### src/rtl/regex_mem_arbiter_if.sv
// regex_mem_arbiter_if
//   Fetch and host-program handshake bundle of the instruction memory arbiter.
//   cpu_mem_valid / cpu_mem_addr : per-CPU fetch request and address (slice i at [i*AW +: AW])
//   cpu_mem_ready / cpu_mem_data : one-hot grant pulse and broadcast fetched word
//   prog_valid / prog_addr / prog_data / prog_ready : host program-write handshake
//   slave modport: arbiter side; master modport: requester side.
interface regex_mem_arbiter_if #(
  parameter int N_CPU             = 4,
  parameter int MEMORY_WIDTH      = 20,
  parameter int MEMORY_ADDR_WIDTH = 11
);
  logic [N_CPU-1:0]                   cpu_mem_valid;
  logic [N_CPU*MEMORY_ADDR_WIDTH-1:0] cpu_mem_addr;
  logic [N_CPU-1:0]                   cpu_mem_ready;
  logic [MEMORY_WIDTH-1:0]            cpu_mem_data;
  logic                               prog_valid;
  logic [MEMORY_ADDR_WIDTH-1:0]       prog_addr;
  logic [MEMORY_WIDTH-1:0]            prog_data;
  logic                               prog_ready;

  modport slave (
    input  cpu_mem_valid, cpu_mem_addr, prog_valid, prog_addr, prog_data,
    output cpu_mem_ready, cpu_mem_data, prog_ready
  );

  modport master (
    output cpu_mem_valid, cpu_mem_addr, prog_valid, prog_addr, prog_data,
    input  cpu_mem_ready, cpu_mem_data, prog_ready
  );
endinterface

### src/rtl/regex_mem_arbiter.sv
// regex_mem_arbiter
//   Shares one instruction BRAM between N_CPU regex_cpu fetch ports and a
//   host program-write port. Host writes win over fetches; fetches are served
//   round-robin, one BRAM access per transaction (fetch 3 cycles, write 2).
//   clk        : clock, rising edge
//   rst        : asynchronous active-low reset
//   bus        : fetch/program handshakes (regex_mem_arbiter_if.slave)
//   cfg_hold   : blocks new CPU grants, host writes still served
//   bram_*     : BRAM port (read data valid one cycle after a read enable)
//   read_count / write_count : saturating served-access counters
module regex_mem_arbiter #(
  parameter int N_CPU             = 4,
  parameter int MEMORY_WIDTH      = 20,
  parameter int MEMORY_ADDR_WIDTH = 11,
  parameter int CNT_WIDTH         = 16
) (
  input  logic                         clk,
  input  logic                         rst,
  regex_mem_arbiter_if.slave           bus,
  input  logic                         cfg_hold,
  output logic                         bram_en,
  output logic                         bram_we,
  output logic [MEMORY_ADDR_WIDTH-1:0] bram_addr,
  output logic [MEMORY_WIDTH-1:0]      bram_wdata,
  input  logic [MEMORY_WIDTH-1:0]      bram_rdata,
  output logic [CNT_WIDTH-1:0]         read_count,
  output logic [CNT_WIDTH-1:0]         write_count
);
  localparam int IW = (N_CPU > 1) ? $clog2(N_CPU) : 1;

  typedef enum logic [1:0] {IDLE, READ, RESP, WRITE} state_t;

  state_t                       state, state_nx;
  logic [IW-1:0]                rr_ptr;
  logic [IW-1:0]                g_q;
  logic [MEMORY_ADDR_WIDTH-1:0] addr_q;
  logic [MEMORY_WIDTH-1:0]      wdata_q;
  logic [MEMORY_WIDTH-1:0]      data_q;

  logic                         win_found;
  logic [IW-1:0]                win_idx;
  logic [MEMORY_ADDR_WIDTH-1:0] addr_arr [N_CPU];

  for (genvar i = 0; i < N_CPU; i++) begin : g_addr
    assign addr_arr[i] = bus.cpu_mem_addr[i*MEMORY_ADDR_WIDTH +: MEMORY_ADDR_WIDTH];
  end

  // First valid requester searching rr_ptr, rr_ptr+1, ... with wrap.
  always_comb begin
    int unsigned cand;
    cand      = 0;
    win_found = 1'b0;
    win_idx   = '0;
    for (int unsigned k = 0; k < N_CPU; k++) begin
      cand = (32'(rr_ptr) + k) % N_CPU;
      if (!win_found && bus.cpu_mem_valid[IW'(cand)]) begin
        win_found = 1'b1;
        win_idx   = IW'(cand);
      end
    end
  end

  always_comb begin
    state_nx          = state;
    bram_en           = 1'b0;
    bram_we           = 1'b0;
    bram_addr         = '0;
    bram_wdata        = '0;
    bus.cpu_mem_ready = '0;
    bus.prog_ready    = 1'b0;
    bus.cpu_mem_data  = data_q;
    case (state)
      IDLE: begin
        if (bus.prog_valid)
          state_nx = WRITE;
        else if (win_found && !cfg_hold)
          state_nx = READ;
      end
      READ: begin
        bram_en                = 1'b1;
        bram_addr              = addr_q;
        bus.cpu_mem_ready[g_q] = 1'b1;
        state_nx               = RESP;
      end
      RESP: begin
        bus.cpu_mem_data = bram_rdata;
        state_nx         = IDLE;
      end
      WRITE: begin
        bram_en        = 1'b1;
        bram_we        = 1'b1;
        bram_addr      = addr_q;
        bram_wdata     = wdata_q;
        bus.prog_ready = 1'b1;
        state_nx       = IDLE;
      end
      default: state_nx = IDLE;
    endcase
  end

  always_ff @(posedge clk or negedge rst) begin
    if (!rst) begin
      state       <= IDLE;
      rr_ptr      <= '0;
      g_q         <= '0;
      addr_q      <= '0;
      wdata_q     <= '0;
      data_q      <= '0;
      read_count  <= '0;
      write_count <= '0;
    end else begin
      state <= state_nx;
      case (state)
        IDLE: begin
          if (bus.prog_valid) begin
            addr_q  <= bus.prog_addr;
            wdata_q <= bus.prog_data;
          end else if (win_found && !cfg_hold) begin
            g_q    <= win_idx;
            addr_q <= addr_arr[win_idx];
          end
        end
        RESP: begin
          data_q <= bram_rdata;
          rr_ptr <= (g_q == IW'(N_CPU - 1)) ? '0 : g_q + 1'b1;
          if (read_count != '1)
            read_count <= read_count + 1'b1;
        end
        WRITE: begin
          if (write_count != '1)
            write_count <= write_count + 1'b1;
        end
        default: ;
      endcase
    end
  end
endmodule

### src/flat_wrapper.sv
// flat-port wrapper written by rule: the top's interface ports become plain ports
module regex_mem_arbiter_flat 
#(
  parameter int N_CPU             = 4,
  parameter int MEMORY_WIDTH      = 20,
  parameter int MEMORY_ADDR_WIDTH = 11,
  parameter int CNT_WIDTH         = 16
)
  (clk, rst, cfg_hold, bram_en, bram_we, bram_addr, bram_wdata, bram_rdata, read_count, write_count, bus_cpu_mem_valid, bus_cpu_mem_addr, bus_prog_valid, bus_prog_addr, bus_prog_data, bus_cpu_mem_ready, bus_cpu_mem_data, bus_prog_ready);
  regex_mem_arbiter_if #(.N_CPU(N_CPU), .MEMORY_WIDTH(MEMORY_WIDTH), .MEMORY_ADDR_WIDTH(MEMORY_ADDR_WIDTH)) bus_i ();
  input  logic clk;
  input  logic rst;
  input  logic cfg_hold;
  output logic bram_en;
  output logic bram_we;
  output logic [MEMORY_ADDR_WIDTH-1:0] bram_addr;
  output logic [MEMORY_WIDTH-1:0] bram_wdata;
  input  logic [MEMORY_WIDTH-1:0] bram_rdata;
  output logic [CNT_WIDTH-1:0] read_count;
  output logic [CNT_WIDTH-1:0] write_count;
  input wire logic [$bits(bus_i.cpu_mem_valid)-1:0] bus_cpu_mem_valid;
  input wire logic [$bits(bus_i.cpu_mem_addr)-1:0] bus_cpu_mem_addr;
  input wire logic [$bits(bus_i.prog_valid)-1:0] bus_prog_valid;
  input wire logic [$bits(bus_i.prog_addr)-1:0] bus_prog_addr;
  input wire logic [$bits(bus_i.prog_data)-1:0] bus_prog_data;
  output wire logic [$bits(bus_i.cpu_mem_ready)-1:0] bus_cpu_mem_ready;
  output wire logic [$bits(bus_i.cpu_mem_data)-1:0] bus_cpu_mem_data;
  output wire logic [$bits(bus_i.prog_ready)-1:0] bus_prog_ready;
  assign bus_i.cpu_mem_valid = bus_cpu_mem_valid;
  assign bus_i.cpu_mem_addr = bus_cpu_mem_addr;
  assign bus_i.prog_valid = bus_prog_valid;
  assign bus_i.prog_addr = bus_prog_addr;
  assign bus_i.prog_data = bus_prog_data;
  assign bus_cpu_mem_ready = bus_i.cpu_mem_ready;
  assign bus_cpu_mem_data = bus_i.cpu_mem_data;
  assign bus_prog_ready = bus_i.prog_ready;
  regex_mem_arbiter #(.N_CPU(N_CPU), .MEMORY_WIDTH(MEMORY_WIDTH), .MEMORY_ADDR_WIDTH(MEMORY_ADDR_WIDTH), .CNT_WIDTH(CNT_WIDTH)) u_core (.clk(clk), .rst(rst), .bus(bus_i), .cfg_hold(cfg_hold), .bram_en(bram_en), .bram_we(bram_we), .bram_addr(bram_addr), .bram_wdata(bram_wdata), .bram_rdata(bram_rdata), .read_count(read_count), .write_count(write_count));
endmodule
### config.mk
export PLATFORM = sky130hd
export DESIGN_NAME = regex_mem_arbiter_flat
export DESIGN_NICKNAME = d
export VERILOG_FILES = /design/src/rtl/regex_mem_arbiter_if.sv /design/src/rtl/regex_mem_arbiter.sv /design/src/flat_wrapper.sv
export SDC_FILE = /design/constraint.sdc
export NUM_CORES = 1
export LEC_CHECK = 0
export BUFFER_PORTS_ARGS = -buffer_cell sky130_fd_sc_hd__buf_2
export CAP_MARGIN = 20
export CORE_MARGIN = 1.5
export CORE_UTILIZATION = 40
export CTS_BUF_LIST = sky130_fd_sc_hd__clkbuf_8
export CTS_CLUSTER_SIZE = 24
export DETAILED_ROUTE_END_ITERATION = 12
export PLACE_DENSITY_LB_ADDON = 0.12
export REMOVE_ABC_BUFFERS = 1
export SETUP_SLACK_MARGIN = 0.02
export SLEW_MARGIN = 20
export SYNTH_ARGS = -nofsm -noshare
export SYNTH_HDL_FRONTEND = slang
export SYNTH_SLANG_ARGS = --single-unit
### constraint.sdc
create_clock -name clk -period 2.7 [get_ports clk]
set_clock_uncertainty 0.1 [all_clocks]
set_input_delay 0.135 -clock clk [delete_from_list [all_inputs] [get_ports clk]]
set_output_delay 0.135 -clock clk [all_outputs]
set_load 0.01 [all_outputs]
==> summary.txt <==
Cells and area
  • NumNets Final: 771
  • Synth-to-Final Area Change: 40.4%
  • Layout cells sized above 1: 0.367
  • Post-Layout Cell Count: ~810
  • # diodes: 0

Synthesis
  • Unique cell type count in the Yosys netlist: 38
  • Number of synthesized flops with an enable pin: 0
  • Cell taking the most area after synthesis: dfrtp_1
  • Commonest cells post-synth: dfrtp_1, nand2_1, and3_1
  • Yosys reg bits: between 80 and 90
  • Yosys Warn Count: 0
  • Register area share after synthesis: 0.503
  • Share of the synthesized area in the top cell type: 0.503
  • Synth Flop Type: dfrtp_1
  • Cell Area, Synth: about 4400 sq um
  • Top-count cell post-synth: dfrtp_1
  • Asr flop ratio synth: 1.00
  • Post-synthesis average cell area: 10.4 sq um
  • Mapped Cells: approximately 430
  • Synth area leaders: dfrtp_1, mux2i_1, nand2_1

Clock tree
  • CTS Sinks: 89
  • H-tree levels: 3
  • Worst skew pair latency: 0.34 ns
  • Resized Gates After CTS: 0
  • Worst-path clk slew: 0.10 ns
  • Num CTS Buffers: 9
  • Clock root cell: clkbuf_8
  • CTS tree: done
  • Clock tree buffer depth: 2

Run status
  • Status: finished, final reports clean

Placement
  • GPL Wtd Cong: roughly 0.8
  • Placed insts: between 700 and 800
  • Dpl ws: around 0.65 ns
  • Port Buf Inserts: ~190
  • Hpwl dp: ~7900 um

Timing
  • Endpoints failing hold: 0
  • Post-route setup slack: between 0.6 and 0.7 ns
  • Relative slew margins: 0.448
  • Final Critical Period: just over 2 ns
  • Final period util: 0.766
  • Unrepaired setup endpoints after global routing: false
  • Setup violators final: 0
  • Slew @ Worst Pin: just over 0.8 ns
  • Setup_tns: 0 ns
  • Max Clk Rate: between 400 and 500 MHz
  • Pins Over Slew Limit: 0

Detailed routing
  • Via count: 3960
  • Initial DRC count: about 170
  • Drt total wl: ~11000 um
  • Final ANT Viol Nets: 0
  • Final routed DRC violation total: 0
  • DR pass1 iterations: 4
  • DR vias/cell: approximately 4.9
  • WL/cell: 14.2 um

GRT
  • First-pass GRT wire length: 18200 um
  • GR Overflow Total: 0
  • Pin count of the biggest net entering global routing: 47
  • Met1 GRT Util: 0.253
  • Vias in the first global route: a little under 4000
  • Grt peak-use layer: met2
  • Initial antenna violation count: 0
  • M2 GR Usage: 0.331
  • GRT Total Usage: 0.196
  • Met3 Use GR: 0.0440

Critical path
  • RR Startpoint: u_core.write_count[0]
  • CP required: around 2.8 ns
  • CP Class: flop to flop
  • Reg-to-reg setup timing slack: 0.63 ns
  • Cell count of the worst reg-to-reg path: 6
  • CP Capture Type: flop
  • Worst r2r dst: u_core.write_count[9]
  • Worst setup SP type: flop
  • CP max FO: 6
  • Critical Path AT: approximately 2.2 ns

Floorplan
  • Row Count: 38
  • Num ports: a little under 200
  • Die W: 108 um
  • Initial Utilization: 0.410
  • Die span in y: between 100 and 150 um
  • Die area: 11700 sq um
  • Core area: roughly 11000 sq um

Power and ir drop
  • Clock Power Share: 0.192
  • Power Density: 880 nW/um^2
  • Net Sw Power: 2.01 mW
  • VDD IR max: 473 uV
  • Sequential power share: 0.395
  • Logic gate share of total power: 0.412
  • P_leak: around 3.4 nW
  • Int Pwr: between 3 and 4 mW
  • Sw frac: 0.368

Worst hold path
  • Hold Crit Class: input port to flop
  • Hold depth: 3
  • Worst Hold End: u_core.addr_q[10]
  • Beginning of the worst hold path: bus_prog_addr[10]

Run
  • Max Cap Viol: 0
## registers in the layout, indices dropped and copies added, names as in the netlist
| register | count |
|---|---|
| u_core.addr_q | 11 |
| u_core.data_q | 20 |
| u_core.g_q | 2 |
| u_core.read_count | 16 |
| u_core.rr_ptr | 2 |
| u_core.state | 2 |
| u_core.wdata_q | 20 |
| u_core.write_count | 16 |
## power groups by stage
stage,logic [mW],registers [mW],clock network [mW]
finish,2.25,2.16,1.05
CTS,2.27,2.17,1.08
detailed placement,2.22,2.18,0
global placement,2.17,2.16,0
floorplan,1.34,2.15,0
global route,2.51,2.23,1.14
## kinds of logic after synthesis
kind of cell | count (synthesis) | share of synthesized area
simple gates | 190 | 0.213
mux | 56 | 0.133
compound gates | 30 | 0.0486
fa+ha+maj | 6 | 0.0170
buf+inv | 30 | 0.0334
flops | 89 | 0.503
xor+xnor | 26 | 0.0515
## worst max-delay path: stages (launching register included)
cell     delay, ns
dfrtp_1       0.44
ha_1          0.23
and3_1        0.15
and3_1        0.18
nor3_4        0.25
or3b_2        0.49
xnor2_1       0.13
## how the worst max path moves through the flow
stage,startpoint,endpoint,slack (ns),cells after the start
after detailed placement,u_core.write_count[0],u_core.write_count[9],0.65,6
after global placement,u_core.write_count[0],u_core.write_count[9],0.70,6
after global routing,u_core.state[0],bus_cpu_mem_data[13],0.44,5
after floorplan,u_core.state[0],u_core.g_q[0],0.41,5
after CTS,u_core.state[0],bus_cpu_mem_data[13],0.63,5
final,u_core.write_count[0],u_core.write_count[9],0.63,6
## area by class of cell
type,instances,area (sq um)
Clock buffer,10,138
Inverter,7,26.3
Tap cell,140,175
Fill cell,915,4580
Timing Repair Buffer,247,1500
Clock inverter,6,95.1
Multi-Input combinational cell,308,2050
Sequential cell,89,2230
## cells in the final DEF (no fill, tap or decap), types with 2 or more instances in the layout
master	n
a21oi_1	7
a221o_1	11
a31oi_1	2
and2_1	16
and3_1	38
buf_2	191
buf_4	10
bufinv_16	2
clkbuf_8	10
dfrtp_1	89
dlygate4sd3_1	45
ha_1	6
inv_1	7
inv_6	3
mux2_2	22
mux2i_1	34
nand2_1	85
nand2b_1	3
nand3_1	9
nand4_1	7
nor2_1	17
nor2b_1	4
nor3_1	3
o21ai_0	6
xnor2_1	16
xor2_1	10
## per-layer routing
| layer | up-vias | part of all wire |
|---|---|---|
| met5 | - | 0 |
| met4 | 0 | 0.011 |
| met3 | 14 | 0.059 |
| met2 | 123 | 0.50 |
| met1 | 1888 | 0.43 |
| li1 | 1935 | - |
## through the flow
step / area, sq um / power [mW] / hold WS, ns / utilization
floorplan: 4300 / 3.50 / -0.261 / -
global placement: 5530 / 4.33 / 0.0761 / 0.512
detailed placement: 5530 / 4.40 / 0.0857 / 0.512
CTS: 6210 / 5.52 / 0.00149 / 0.576
global route: 6210 / 5.88 / 0.0137 / 0.576
finish: 6210 / 5.47 / 0.0231 / 0.576
## repair_timing
action	CTS	global route
hold buffers	45	0
buffers inserted	0	0
endpoints found under the hold margin	87	0
Note: power is estimated with default switching activity, not from simulation.
